## src/rtl/servo_cmd_scheduler_if.sv

```systemverilog
// Command handshake from the line-following control logic into the servo scheduler.
// The master offers a left/right pair with cmd_valid; the slave accepts it when cmd_ready is high.
interface servo_cmd_scheduler_if;
  logic       cmd_valid;
  logic       cmd_ready;
  logic [7:0] cmd_L;
  logic [7:0] cmd_R;

  modport master (
    output cmd_valid,
    output cmd_L,
    output cmd_R,
    input  cmd_ready
  );

  modport slave (
    input  cmd_valid,
    input  cmd_L,
    input  cmd_R,
    output cmd_ready
  );
endinterface

```

## src/rtl/servo_cmd_scheduler.sv

```systemverilog
// Frame-synchronous servo command scheduler: one-deep command buffer, frame-aligned apply,
// watchdog failsafe to neutral. Define SERVO_SLEW_EN to limit per-frame servo movement to STEP.
module servo_cmd_scheduler #(
  parameter int FRAME_CYCLES   = 1_000_000,
  parameter int NEUTRAL        = 75,
  parameter int STEP           = 4,
  parameter int TIMEOUT_FRAMES = 25
) (
  input  logic                 clk,
  input  logic                 rst,
  servo_cmd_scheduler_if.slave cmd,
  output logic [7:0]           servo_L,
  output logic [7:0]           servo_R,
  output logic                 frame_tick,
  output logic                 failsafe
);

`ifdef SERVO_SLEW_EN
  localparam bit SLEW_EN = 1'b1;
`else
  localparam bit SLEW_EN = 1'b0;
`endif

  // A step of 255 reaches any target in one frame, so the unlimited build shares the step datapath.
  localparam int                EFF_STEP  = SLEW_EN ? STEP : 255;
  localparam logic [8:0]        STEP9     = 9'(EFF_STEP);
  localparam logic [7:0]        STEP8     = 8'(EFF_STEP);
  localparam logic [7:0]        NEUTRAL8  = 8'(NEUTRAL);
  localparam int                FCNT_W    = (FRAME_CYCLES > 2) ? $clog2(FRAME_CYCLES) : 1;
  localparam logic [FCNT_W-1:0] FCNT_LAST = FCNT_W'(FRAME_CYCLES - 1);
  localparam int                WD_W      = (TIMEOUT_FRAMES > 0) ? $clog2(TIMEOUT_FRAMES + 1) : 1;
  localparam logic [WD_W-1:0]   WD_LIMIT  = WD_W'(TIMEOUT_FRAMES);
  localparam bit                WD_EN     = (TIMEOUT_FRAMES != 0);

  typedef enum logic [1:0] {
    ST_IDLE     = 2'd0,
    ST_RUN      = 2'd1,
    ST_FAILSAFE = 2'd2
  } state_t;

  logic [FCNT_W-1:0] fcnt_q, fcnt_d;
  logic              frame_tick_q, frame_tick_d;
  logic              pend_v_q, pend_v_d;
  logic [WD_W-1:0]   wd_q, wd_d;
  logic [WD_W-1:0]   wd_inc;
  state_t            state_q, state_d;

  logic              tick;
  logic              xfer;
  logic              consume;
  logic              timeout;

  logic [7:0]        cmd_val   [2];
  logic [7:0]        servo_val [2];

  assign cmd_val[0] = cmd.cmd_L;
  assign cmd_val[1] = cmd.cmd_R;

  // Frame phase and the one-cycle tick that marks the wrap edge.
  always_comb begin
    tick         = (fcnt_q == FCNT_LAST);
    fcnt_d       = tick ? '0 : fcnt_q + FCNT_W'(1);
    frame_tick_d = tick;
  end

  // A buffered command is consumed on the tick; the buffer reopens in the next cycle.
  always_comb begin
    xfer     = cmd.cmd_valid && !pend_v_q;
    consume  = tick && pend_v_q;
    pend_v_d = pend_v_q;
    if (xfer) begin
      pend_v_d = 1'b1;
    end else if (consume) begin
      pend_v_d = 1'b0;
    end
  end

  always_comb begin
    wd_inc  = wd_q + WD_W'(1);
    timeout = WD_EN && tick && !pend_v_q && (state_q == ST_RUN) && (wd_inc == WD_LIMIT);
    wd_d    = wd_q;
    if (consume) begin
      wd_d = '0;
    end else if (WD_EN && tick && (state_q == ST_RUN)) begin
      wd_d = wd_inc;
    end
  end

  always_ff @(posedge clk) begin
    if (rst) begin
      state_q <= ST_IDLE;
    end else begin
      state_q <= state_d;
    end
  end

  // A command consumed on the same tick as a timeout keeps the block running.
  always_comb begin
    state_d = state_q;
    case (state_q)
      ST_IDLE: begin
        if (consume) state_d = ST_RUN;
      end
      ST_RUN: begin
        if (consume) begin
          state_d = ST_RUN;
        end else if (timeout) begin
          state_d = ST_FAILSAFE;
        end
      end
      ST_FAILSAFE: begin
        if (consume) state_d = ST_RUN;
      end
      default: state_d = ST_IDLE;
    endcase
  end

  always_comb begin
    failsafe      = (state_q == ST_FAILSAFE);
    cmd.cmd_ready = !pend_v_q;
  end

  always_ff @(posedge clk) begin
    if (rst) begin
      fcnt_q       <= '0;
      frame_tick_q <= 1'b0;
      pend_v_q     <= 1'b0;
      wd_q         <= '0;
    end else begin
      fcnt_q       <= fcnt_d;
      frame_tick_q <= frame_tick_d;
      pend_v_q     <= pend_v_d;
      wd_q         <= wd_d;
    end
  end

  // Index 0 is the left servo, index 1 the right servo.
  for (genvar gi = 0; gi < 2; gi++) begin : g_side
    logic [7:0]        pend_q, pend_d;
    logic [7:0]        target_q, target_d;
    logic [7:0]        servo_q, servo_d;
    logic signed [8:0] diff;
    logic [8:0]        mag;

    always_comb begin
      pend_d   = xfer ? cmd_val[gi] : pend_q;
      target_d = target_q;
      if (consume) begin
        target_d = pend_q;
      end else if (timeout) begin
        target_d = NEUTRAL8;
      end
      // Distance is taken against the target as it stands after this tick's update.
      diff    = $signed({1'b0, target_d}) - $signed({1'b0, servo_q});
      mag     = diff[8] ? $unsigned(-diff) : $unsigned(diff);
      servo_d = servo_q;
      if (tick) begin
        if (mag <= STEP9) begin
          servo_d = target_d;
        end else if (diff[8]) begin
          servo_d = servo_q - STEP8;
        end else begin
          servo_d = servo_q + STEP8;
        end
      end
    end

    always_ff @(posedge clk) begin
      if (rst) begin
        pend_q   <= '0;
        target_q <= NEUTRAL8;
        servo_q  <= NEUTRAL8;
      end else begin
        pend_q   <= pend_d;
        target_q <= target_d;
        servo_q  <= servo_d;
      end
    end

    assign servo_val[gi] = servo_q;
  end

  assign servo_L    = servo_val[0];
  assign servo_R    = servo_val[1];
  assign frame_tick = frame_tick_q;

endmodule

```

## src/flat_wrapper.sv

```systemverilog
// flat-port wrapper written by rule: the top's interface ports become plain ports
module servo_cmd_scheduler_flat 
#(
  parameter int FRAME_CYCLES   = 1_000_000,
  parameter int NEUTRAL        = 75,
  parameter int STEP           = 4,
  parameter int TIMEOUT_FRAMES = 25
)
  (clk, rst, servo_L, servo_R, frame_tick, failsafe, cmd_cmd_valid, cmd_cmd_L, cmd_cmd_R, cmd_cmd_ready);
  servo_cmd_scheduler_if cmd_i ();
  input  logic clk;
  input  logic rst;
  output logic [7:0] servo_L;
  output logic [7:0] servo_R;
  output logic frame_tick;
  output logic failsafe;
  input wire logic [$bits(cmd_i.cmd_valid)-1:0] cmd_cmd_valid;
  input wire logic [$bits(cmd_i.cmd_L)-1:0] cmd_cmd_L;
  input wire logic [$bits(cmd_i.cmd_R)-1:0] cmd_cmd_R;
  output wire logic [$bits(cmd_i.cmd_ready)-1:0] cmd_cmd_ready;
  assign cmd_i.cmd_valid = cmd_cmd_valid;
  assign cmd_i.cmd_L = cmd_cmd_L;
  assign cmd_i.cmd_R = cmd_cmd_R;
  assign cmd_cmd_ready = cmd_i.cmd_ready;
  servo_cmd_scheduler #(.FRAME_CYCLES(FRAME_CYCLES), .NEUTRAL(NEUTRAL), .STEP(STEP), .TIMEOUT_FRAMES(TIMEOUT_FRAMES)) u_core (.clk(clk), .rst(rst), .cmd(cmd_i), .servo_L(servo_L), .servo_R(servo_R), .frame_tick(frame_tick), .failsafe(failsafe));
endmodule
```

## config.mk

```make
export PLATFORM = sky130hd
export DESIGN_NAME = servo_cmd_scheduler_flat
export DESIGN_NICKNAME = d
export VERILOG_FILES = /design/src/rtl/servo_cmd_scheduler_if.sv /design/src/rtl/servo_cmd_scheduler.sv /design/src/flat_wrapper.sv
export SDC_FILE = /design/constraint.sdc
export NUM_CORES = 1
export LEC_CHECK = 0
export ABC_AREA = 1
export ABC_CLOCK_PERIOD_IN_PS = 4000
export CORE_MARGIN = 2
export CORE_UTILIZATION = 35
export CTS_CLUSTER_DIAMETER = 80
export CTS_CLUSTER_SIZE = 10
export DETAILED_ROUTE_END_ITERATION = 10
export GPL_ROUTABILITY_DRIVEN = 0
export HOLD_SLACK_MARGIN = 0.1
export PLACE_DENSITY = 0.54
export SLEW_MARGIN = 5
export SYNTH_ARGS = -nofsm -noshare
export SYNTH_HDL_FRONTEND = slang
export SYNTH_SLANG_ARGS = --single-unit
```

## constraint.sdc

```tcl
create_clock -name clk -period 4 [get_ports clk]
set_input_delay 0.4 -clock clk [delete_from_list [all_inputs] [get_ports clk]]
set_output_delay 0.4 -clock clk [all_outputs]
set_load 0.005 [all_outputs]
```

==> results of run 1 <==
## path summary, 6_finish.rpt
path,start,to,slack [ps]
worst max register to register,u_core.fcnt_q[1]$_SDFF_PP0_,u_core.servo_R[6]$_SDFFE_PP1N_,190
worst min-delay path,u_core.g_side[1].pend_q[6]$_SDFFE_PP0P_,u_core.g_side[1].pend_q[6]$_SDFFE_PP0P_,450
worst min register to register,u_core.g_side[1].pend_q[6]$_SDFFE_PP0P_,u_core.g_side[1].pend_q[6]$_SDFFE_PP0P_,450
worst max-delay path,u_core.fcnt_q[1]$_SDFF_PP0_,u_core.servo_R[6]$_SDFFE_PP1N_,190
## layer usage
| layer | GRT usage, % | vias to the layer above |
|---|---|---|
| met5 | 0 | - |
| met4 | 4.454 | 0 |
| met3 | 2.903 | 19 |
| met2 | 28.48 | 76 |
| met1 | 23.19 | 2106 |
| li1 | - | 2455 |
## repair_timing
item | CTS | global route
cloned | 0 | 1
setup endpoints to repair | 7 | 11
setup buffers | 0 | 10
gates resized for setup | 3 | 46
pin swaps | 0 | 9
## cells by family (layout without fill, tap and decap cells)
family / Yosys count / count (layout) / synth area share, %
and+or+nand+nor: 373 / 374 / 34.89
buffers and inverters: 122 / 186 / 9.881
AOI/OAI and AO/OA: 99 / 99 / 10.81
DFF: 77 / 77 / 31.87
adders and majority gates: 37 / 37 / 10.19
xor gates and xnor gates: 13 / 13 / 2.354
## sequential cells by signal (all words and copies together) (netlist names)
signal	cells
u_core.fcnt_q	20
u_core.g_side.pend_q	16
u_core.g_side.target_q	16
u_core.servo_L	8
u_core.servo_R	8
u_core.wd_q	5
u_core.state_q	2
u_core.frame_tick	1
u_core.pend_v_q	1
## through the flow
| step | hold WS (ps) | area [um2] | total power [mW] | setup slack [ps] | setup TNS (ps) |
|---|---|---|---|---|---|
| 5_1_grt | 474.7 | 6042 | 1.683 | -38.45 | -56.20 |
| 6_report | 451.8 | 6042 | 1.618 | 186.0 | 0 |
| 3_5_place_dp | 434.5 | 5460 | 0.8728 | -109.4 | -220.2 |
| 4_1_cts | 445.3 | 5752 | 1.634 | 18.83 | 0 |
| 3_3_place_gp | 421.8 | 5460 | 0.8716 | 27.58 | 0 |
| 2_1_floorplan | 413.2 | 4837 | 0.8397 | 310.8 | 0 |
## tightest hold or removal path: cells and delay by family, from the launching register on
kind	cells	cell delay (ps)
compound gates	1	50
buf+inv	1	60
flops	1	300
## layout make-up
class | instances | area share [%]
flip-flops and latches | 77 | 25.60
clock buffers | 10 | 3.955
well taps | 176 | 3.645
inverters | 110 | 6.834
clock inverters | 6 | 0.6212
repair buffers | 60 | 9.112
multi-input cells | 523 | 50.24
## power groups by stage
stage / sequential [mW] / clock (mW) / combinational [mW]
after floorplan: 0.805 / 0 / 0.0347
after global placement: 0.807 / 0 / 0.0642
after detailed placement: 0.808 / 0 / 0.0649
after CTS: 0.791 / 0.777 / 0.0654
after global routing: 0.794 / 0.812 / 0.0764
final: 0.793 / 0.757 / 0.0678
## synth_stat cells, drive strengths merged, types with 2 or more instances
cell / instances
nand2: 179
inv: 109
nor2: 87
dfxtp: 77
nand3: 64
a21oi: 57
ha: 33
o21ai: 30
nand4: 17
nand3b: 8
or2: 7
xnor2: 7
buf: 6
clkbuf: 6
nor3: 6
xor2: 6
a31oi: 4
fa: 4
a211oi: 2
o211ai: 2
or3: 2
## layout by cell type, fill, tap and decap left out, drive strengths merged, types with 4 or more instances in the layout
cell / count
nand2: 179
inv: 110
nor2: 87
dfxtp: 77
nand3: 65
a21oi: 57
clkdlybuf4s50: 37
ha: 33
o21ai: 30
buf: 23
nand4: 17
clkbuf: 10
nand3b: 8
or2: 7
xnor2: 7
xor2: 6
nor3: 6
clkinv: 6
fa: 4
a31oi: 4
==> impl.org, run 1 <==
** Worst setup path
- FF-to-FF path depth :: 23
- CP Max Fanout :: 8
- Critical path class :: flop to flop
- Walking the worst path, the cells encountered are ha_4 > nand3_4 > nor2_4 > nand2_4 > nor2_4 > nand4_4 > buf_6 > buf_4 > nand3_2 > nand2_1 > ha_1 > a21oi_2 > o21a_1 > nand2_4 > buf_4 > fa_2 > nand4_1 > nand3_1 > or2_2 > nand3_1 > nand3_1 > nand2_1 > inv_1.
- Cell family contributing the most delay on the critical path :: simple AND/OR/NAND/NOR gates
- Critical path's most frequent cell :: nand3_1
- Worst Path Arrival :: 4050 ps
- The critical path runs through a total of 23 cells.
- Critical Path Sink Type :: flop
- Req. time, crit path :: 4240 ps
- The worst setup path is launched from a flop.
- Counting both buffers and inverters, the worst setup path holds a total of 4.
- Worst stage delay on the critical path :: ~370 ps
- Critical-path top delay cell :: fa_2

** STA
- Count of pins over their slew limit :: 0
- The final-report hold violation count is 0.
- Timing-limited maximum frequency :: about 260 MHz
- Measured against its own limit, the worst slew margin works out to 52.29%.
- Post-layout min period :: about 3800 ps
- The worst path uses about 95% of the clock period.
- Worst-Margin Slew :: about 710 ps
- Final clock skew :: between 9 and 10 ps
- Setup violations remaining at the end of the flow were counted as 0.

** Drt
- Initial drt markers :: 245
- DR pass1 iterations :: 7
- The final layout contains routed wiring with a total length of 12.62 mm.
- Final ANT Viol Nets :: 0
- Highest Signal Layer :: met4
- In the routed design, unresolved DRC markers number 0.
- Met3 WL :: 414 um
- WL met2 :: about 6 mm
- Across all layers, the routed design uses 4,656 vias.
- Using the TritonRoute via totals, the vias-per-cell ratio works out to 4.840.
- Routed metal-1 wire length :: ~6 mm
- Dividing the detail-routed wire length by the instance count gives roughly 13 um.

** Synthesis
- Register bit total from synthesis :: 77
- dfxtp_1 takes more of the synthesized area than any other cell.
- The average instance in the mapped netlist occupies roughly 6.7 um2.
- Sequential-to-total area share from yosys stat :: roughly a third
- Yosys attributes the largest share of cell area to dfxtp_1 32%, nand2_1 14%, ha_1 8.5%, inv_1 8.1%, nor2_1 6.4%.
- The synthesized design contains 0 enable-type register cells.
- Number of distinct library cells after synthesis :: just over 40
- Most used flip-flop cell after synthesis :: dfxtp_1
- Syn_nets :: a little under 800
- Top cell type's share of synthesized area :: a little under a third
- After technology mapping, the gate count stands at 721.
- Netlist Area Pre-Place :: 4837 um2
- Share of flip-flops with an asynchronous set or reset after synthesis :: 0%
- Synth warnings :: 0

** Clocking
- Number of clock buffers inserted by TritonCTS :: 9
- Deepest clock path buffer count :: 2
- Post-CTS Hold Buffers :: 0
- CTS placed an instance of clkbuf_16 at the clock tree root.
- Sink Count :: 77
- Clock Pin Slew Worst Setup and Hold Paths :: approximately 60 ps
- CTS tree :: done
- Clock insertion delay at the later pin of the skew report :: 340 ps
- Number of H-tree branching levels :: 3

** Die
- In this run the core area contains between 40 and 50 standard-cell rows.
- For this configuration, the core starts out at a cell density of between 30 and 40%.
- The die covers about 15,000 um2.
- The core region is approximately 13,000 um2.
- The floorplan step set the die width to roughly 120 um.
- In this run the count of I/O pins placed on the die edge is 38.
- From bottom edge to top edge, the die measures around 120 um.

** Power
- Across the VDD grid, the largest voltage drop is between 150 and 200 uV.
- Fraction of power spent switching nets :: a little under a quarter
- In this run the power density over the cells is 267.8 nW/um2.
- Cell internal power was estimated by the tool at approximately 1.2 mW.
- The share of total power dissipated in combinational logic is 4.2%.
- In this run the static leakage power is roughly 2.7 nW.
- Clock group share of total power :: 46.8%
- Proportion of power drawn by flip-flops and latches :: 49.0%
- Psw :: ~370 uW

** Cells and area
- For this run, the share of the core covered by cells in the final layout is a little under half.
- Share of layout cells above drive strength 1 :: between 10% and 20%
- Fill cells in the final layout number ~1,400.
- For this run, the number of standard cells in the final layout without fillers is 962.
- In the final design database the tool counted between 800 and 900 nets.
- Footprint of the flip-flops and latches :: between 1500 and 2000 um2
- Compared with the post-synthesis result, the final layout area differs by 24.91%.
- Antenna diode instance count :: 0
- Area of combinational cells with multiple inputs :: roughly 3000 um2

** Run
- Max_cap viols :: 0

** Worst hold path
- Class of the tightest hold or removal check :: flop to flop
- Worst hold path cell count :: 2

** Outcome
- Run status :: finished, final reports clean

** Placement
- After detailed placement, the design holds a cell count of a little over 900.
- Detailed placement finished with a half-perimeter wire length of between 9 and 10 mm.
- Buffers placed on the I/O ports in this run total 37.

** Global route
- All-layer global routing usage :: between 15 and 20%
- The number of global-route vias before repair came to 4,302.
- Global routing finished with a remaining overflow of 0.
- Entering global routing, the biggest net connects 27 pins.
- First-pass GRT wire length :: roughly 20 mm
- The number of antenna violations at the first check in global routing is 0.
Power figures use the tool's default switching activity.
==> run 2: changes to the inputs <==
CAP_MARGIN = 20   (was not set)
CTS_CLUSTER_DIAMETER = 50   (was 80)
==> results of run 2 <==
Same layout as run 1: the final DEF is identical, and so are final timing and power.
==> run 3: changes to the inputs <==
RECOVER_POWER = 50   (was not set)
==> impl.org, run 3 (synthesis gave the netlist of run 1 again) <==
** Cells and area
- Leaving out fill and tap cells, the most frequent cell in the layout is nand2_1.
- Commonest non-fill, non-tap cells in the layout :: 168 x nand2_1, 104 x inv_1, 78 x nor2_1, 73 x dfxtp_1, 57 x nand3_1
- The register with the most flip-flops in the final layout is u_core.fcnt_q.
- Leading registers by flop count :: u_core.fcnt_q x20, u_core.g_side.pend_q x16, u_core.g_side.target_q x16
- # fillers :: between 1,000 and 1,500
- Antenna diode instance count :: 0
- Excluding fillers, the count of instances in the completed layout stands at roughly 960.
- In the final layout, the share of cells above drive strength 1 is 13.61%.
- Syn-to-layout area delta :: 24.91%
- Final net count :: around 840
- Flip-flop count of the largest register after layout :: 20

** Power
- After layout, the design draws a total of 1.618 mW.
- VDD sags by at most 173.9 uV.
- In this run the static leakage power is roughly 2.7 nW.
- Dividing total power by cell area gives a power density of approximately 270 nW/um2.

** Drt
- Drt drc :: 0
- The count of nets left with antenna violations once routing finished came out at 0.
- Initial drt markers :: 245
- Wire length after detailed routing :: between 10 and 15 mm
- Vias per cell :: a little under 5
- Vias :: approximately 4,700
- DR pass1 iterations :: 7
- Dividing the detail-routed wire length by the instance count gives about 13 um.

** Clocking
- Number of H-tree branching levels :: 3
- TritonCTS built the clock tree.
- Clock Pin Slew Worst Setup and Hold Paths :: approximately 60 ps
- Number of clock buffers inserted by TritonCTS :: 9
- Deepest clock path buffer count :: 2
- The root buffer cell chosen for the clock tree is clkbuf_16.
- Post-CTS Hold Buffers :: 0
- The clock net in this run drives a total of 77 sinks.
- At the later pin of the worst-skew pair, clock insertion delay measures about 340 ps.

** STA
- Count of pins over their slew limit :: 0
- Period utilization :: a little over nine tenths
- Count of final setup violators :: 0
- Post-layout min period :: 3814 ps
- For the final database, setup skew stands at between 9 and 10 ps.
- The final-report hold violation count was 0.
- Timing-limited maximum frequency :: roughly 260 MHz
- Worst-Margin Slew :: just over 700 ps
- Normalized max-slew margin :: 52.29%

** Die
- I/O pin count :: 38
- The die is ~120 um wide.
- The initial utilization of the core area, before any placement, comes to 36.24%.
- The floorplan step set the die height to between 100 and 150 um.
- The die covers about 15,000 um2.
- Site row count :: 42
- The core region is between 10,000 and 15,000 um2.

** Global route
- All-layer global routing usage :: 17.16%
- Routing usage on met1 :: between 20% and 30%
- For met3 alone, demand over resource in global routing was ~2.9%.
- The first global-routing pass estimated approximately 20 mm of wire.
- Largest net degree at the start of global routing :: 27
- Summed over all layers, the global routing overflow is 0.
- Via count of the first global-routing pass :: roughly 4,300
- met2 is the most crowded layer.
- Met2 GRT Util :: 28.48%
- The number of antenna violations at the first check in global routing came to 0.

** Run
- The tool flagged a number of max-cap violations equal to 0.

** Worst setup path
- Req. time, crit path :: 4240 ps
- The worst setup path is captured at a flop.
- In this run the worst path has a maximum fanout of 8.
- Worst Path Arrival :: between 4000 and 5000 ps
- STA classifies the critical path startpoint as a flop.
- Critical path class :: flop to flop

** Placement
- Number of port buffers :: 37
- Instance count after placement with tap cells included :: between 900 and 1,000
- Half-perimeter wire length after detailed placement :: ~9.5 mm

** Worst hold path
- Class of the tightest hold or removal check :: flop to flop

** Outcome
- The run finished with clean final reports.
[run 3: cell types whose count changed in the layout (fill, tap and decap cells not counted), sizes merged]
cell           change
clkdlybuf4s50     -10
dlygate4sd3       +10
[run 3: power breakdown]
part / internal [mW] / switching (mW) / total (mW)
Clock: 0.436 / 0.321 / 0.757
Sequential: 0.783 / 0.0100 / 0.793
Combinational: 0.0297 / 0.0380 / 0.0677
[run 3: cell type report]
class	count	area [um2]	area share, %
Clock buffer	10	239.0	3.955
Tap cell	176	220.2	3.645
Inverter	110	412.9	6.834
Multi-Input combinational cell	523	3035	50.24
Clock inverter	6	37.54	0.6212
Timing Repair Buffer	60	550.5	9.112
Sequential cell	77	1546	25.60
[run 3: layer usage]
| layer | part of all wire [%] | up-vias |
|---|---|---|
| met4 | 1.4 | 0 |
| met1 | 49 | 2107 |
| met2 | 46 | 78 |
| met3 | 3.3 | 19 |
| li1 | - | 2454 |
| met5 | 0 | - |
[run 3: what timing repair did]
action,4_1_cts,5_1_grt
pin swaps,0,9
endpoints found under the setup margin,7,11
buffers inserted,0,10
cloned,0,1
gates resized for setup,3,46
[run 3: path summary, 6_finish.rpt]
check | cells past startpoint | slack, ps | start | end
setup / recovery | 23 | 190 | u_core.fcnt_q[1]$_SDFF_PP0_ | u_core.servo_R[6]$_SDFFE_PP1N_
hold / removal | 2 | 450 | u_core.g_side[1].pend_q[6]$_SDFFE_PP0P_ | u_core.g_side[1].pend_q[6]$_SDFFE_PP0P_
setup reg to reg | 23 | 190 | u_core.fcnt_q[1]$_SDFF_PP0_ | u_core.servo_R[6]$_SDFFE_PP1N_
hold reg to reg | 2 | 450 | u_core.g_side[1].pend_q[6]$_SDFFE_PP0P_ | u_core.g_side[1].pend_q[6]$_SDFFE_PP0P_
[run 3: stage by stage]
step / worst slack (ps) / util (%) / hold slack [ps] / instance area (um2) / TNS (ps)
finish: 186.1 / 45.27 / 451.8 / 6042 / 0
global route: -38.45 / 45.27 / 474.7 / 6042 / -56.20
CTS: 18.83 / 43.09 / 445.3 / 5752 / 0
detailed placement: -109.4 / 40.91 / 434.5 / 5460 / -220.2
global placement: 27.58 / 40.91 / 421.8 / 5460 / 0
floorplan: 310.8 / - / 413.2 / 4837 / 0
[run 3: critical path, stage by stage, from the launching register on]
cell and delay, ps:
dfxtp_2 350, ha_4 160, nand3_4 80, nor2_4 160, nand2_4 80, nor2_4 120, nand4_4 190, buf_6 200
buf_4 140, nand3_2 70, nand2_1 80, ha_1 330, a21oi_2 150, o21a_1 190, nand2_4 110, buf_4 160
fa_2 370, nand4_1 110, nand3_1 90, or2_2 280, nand3_1 80, nand3_1 80, nand2_1 80, inv_1 30
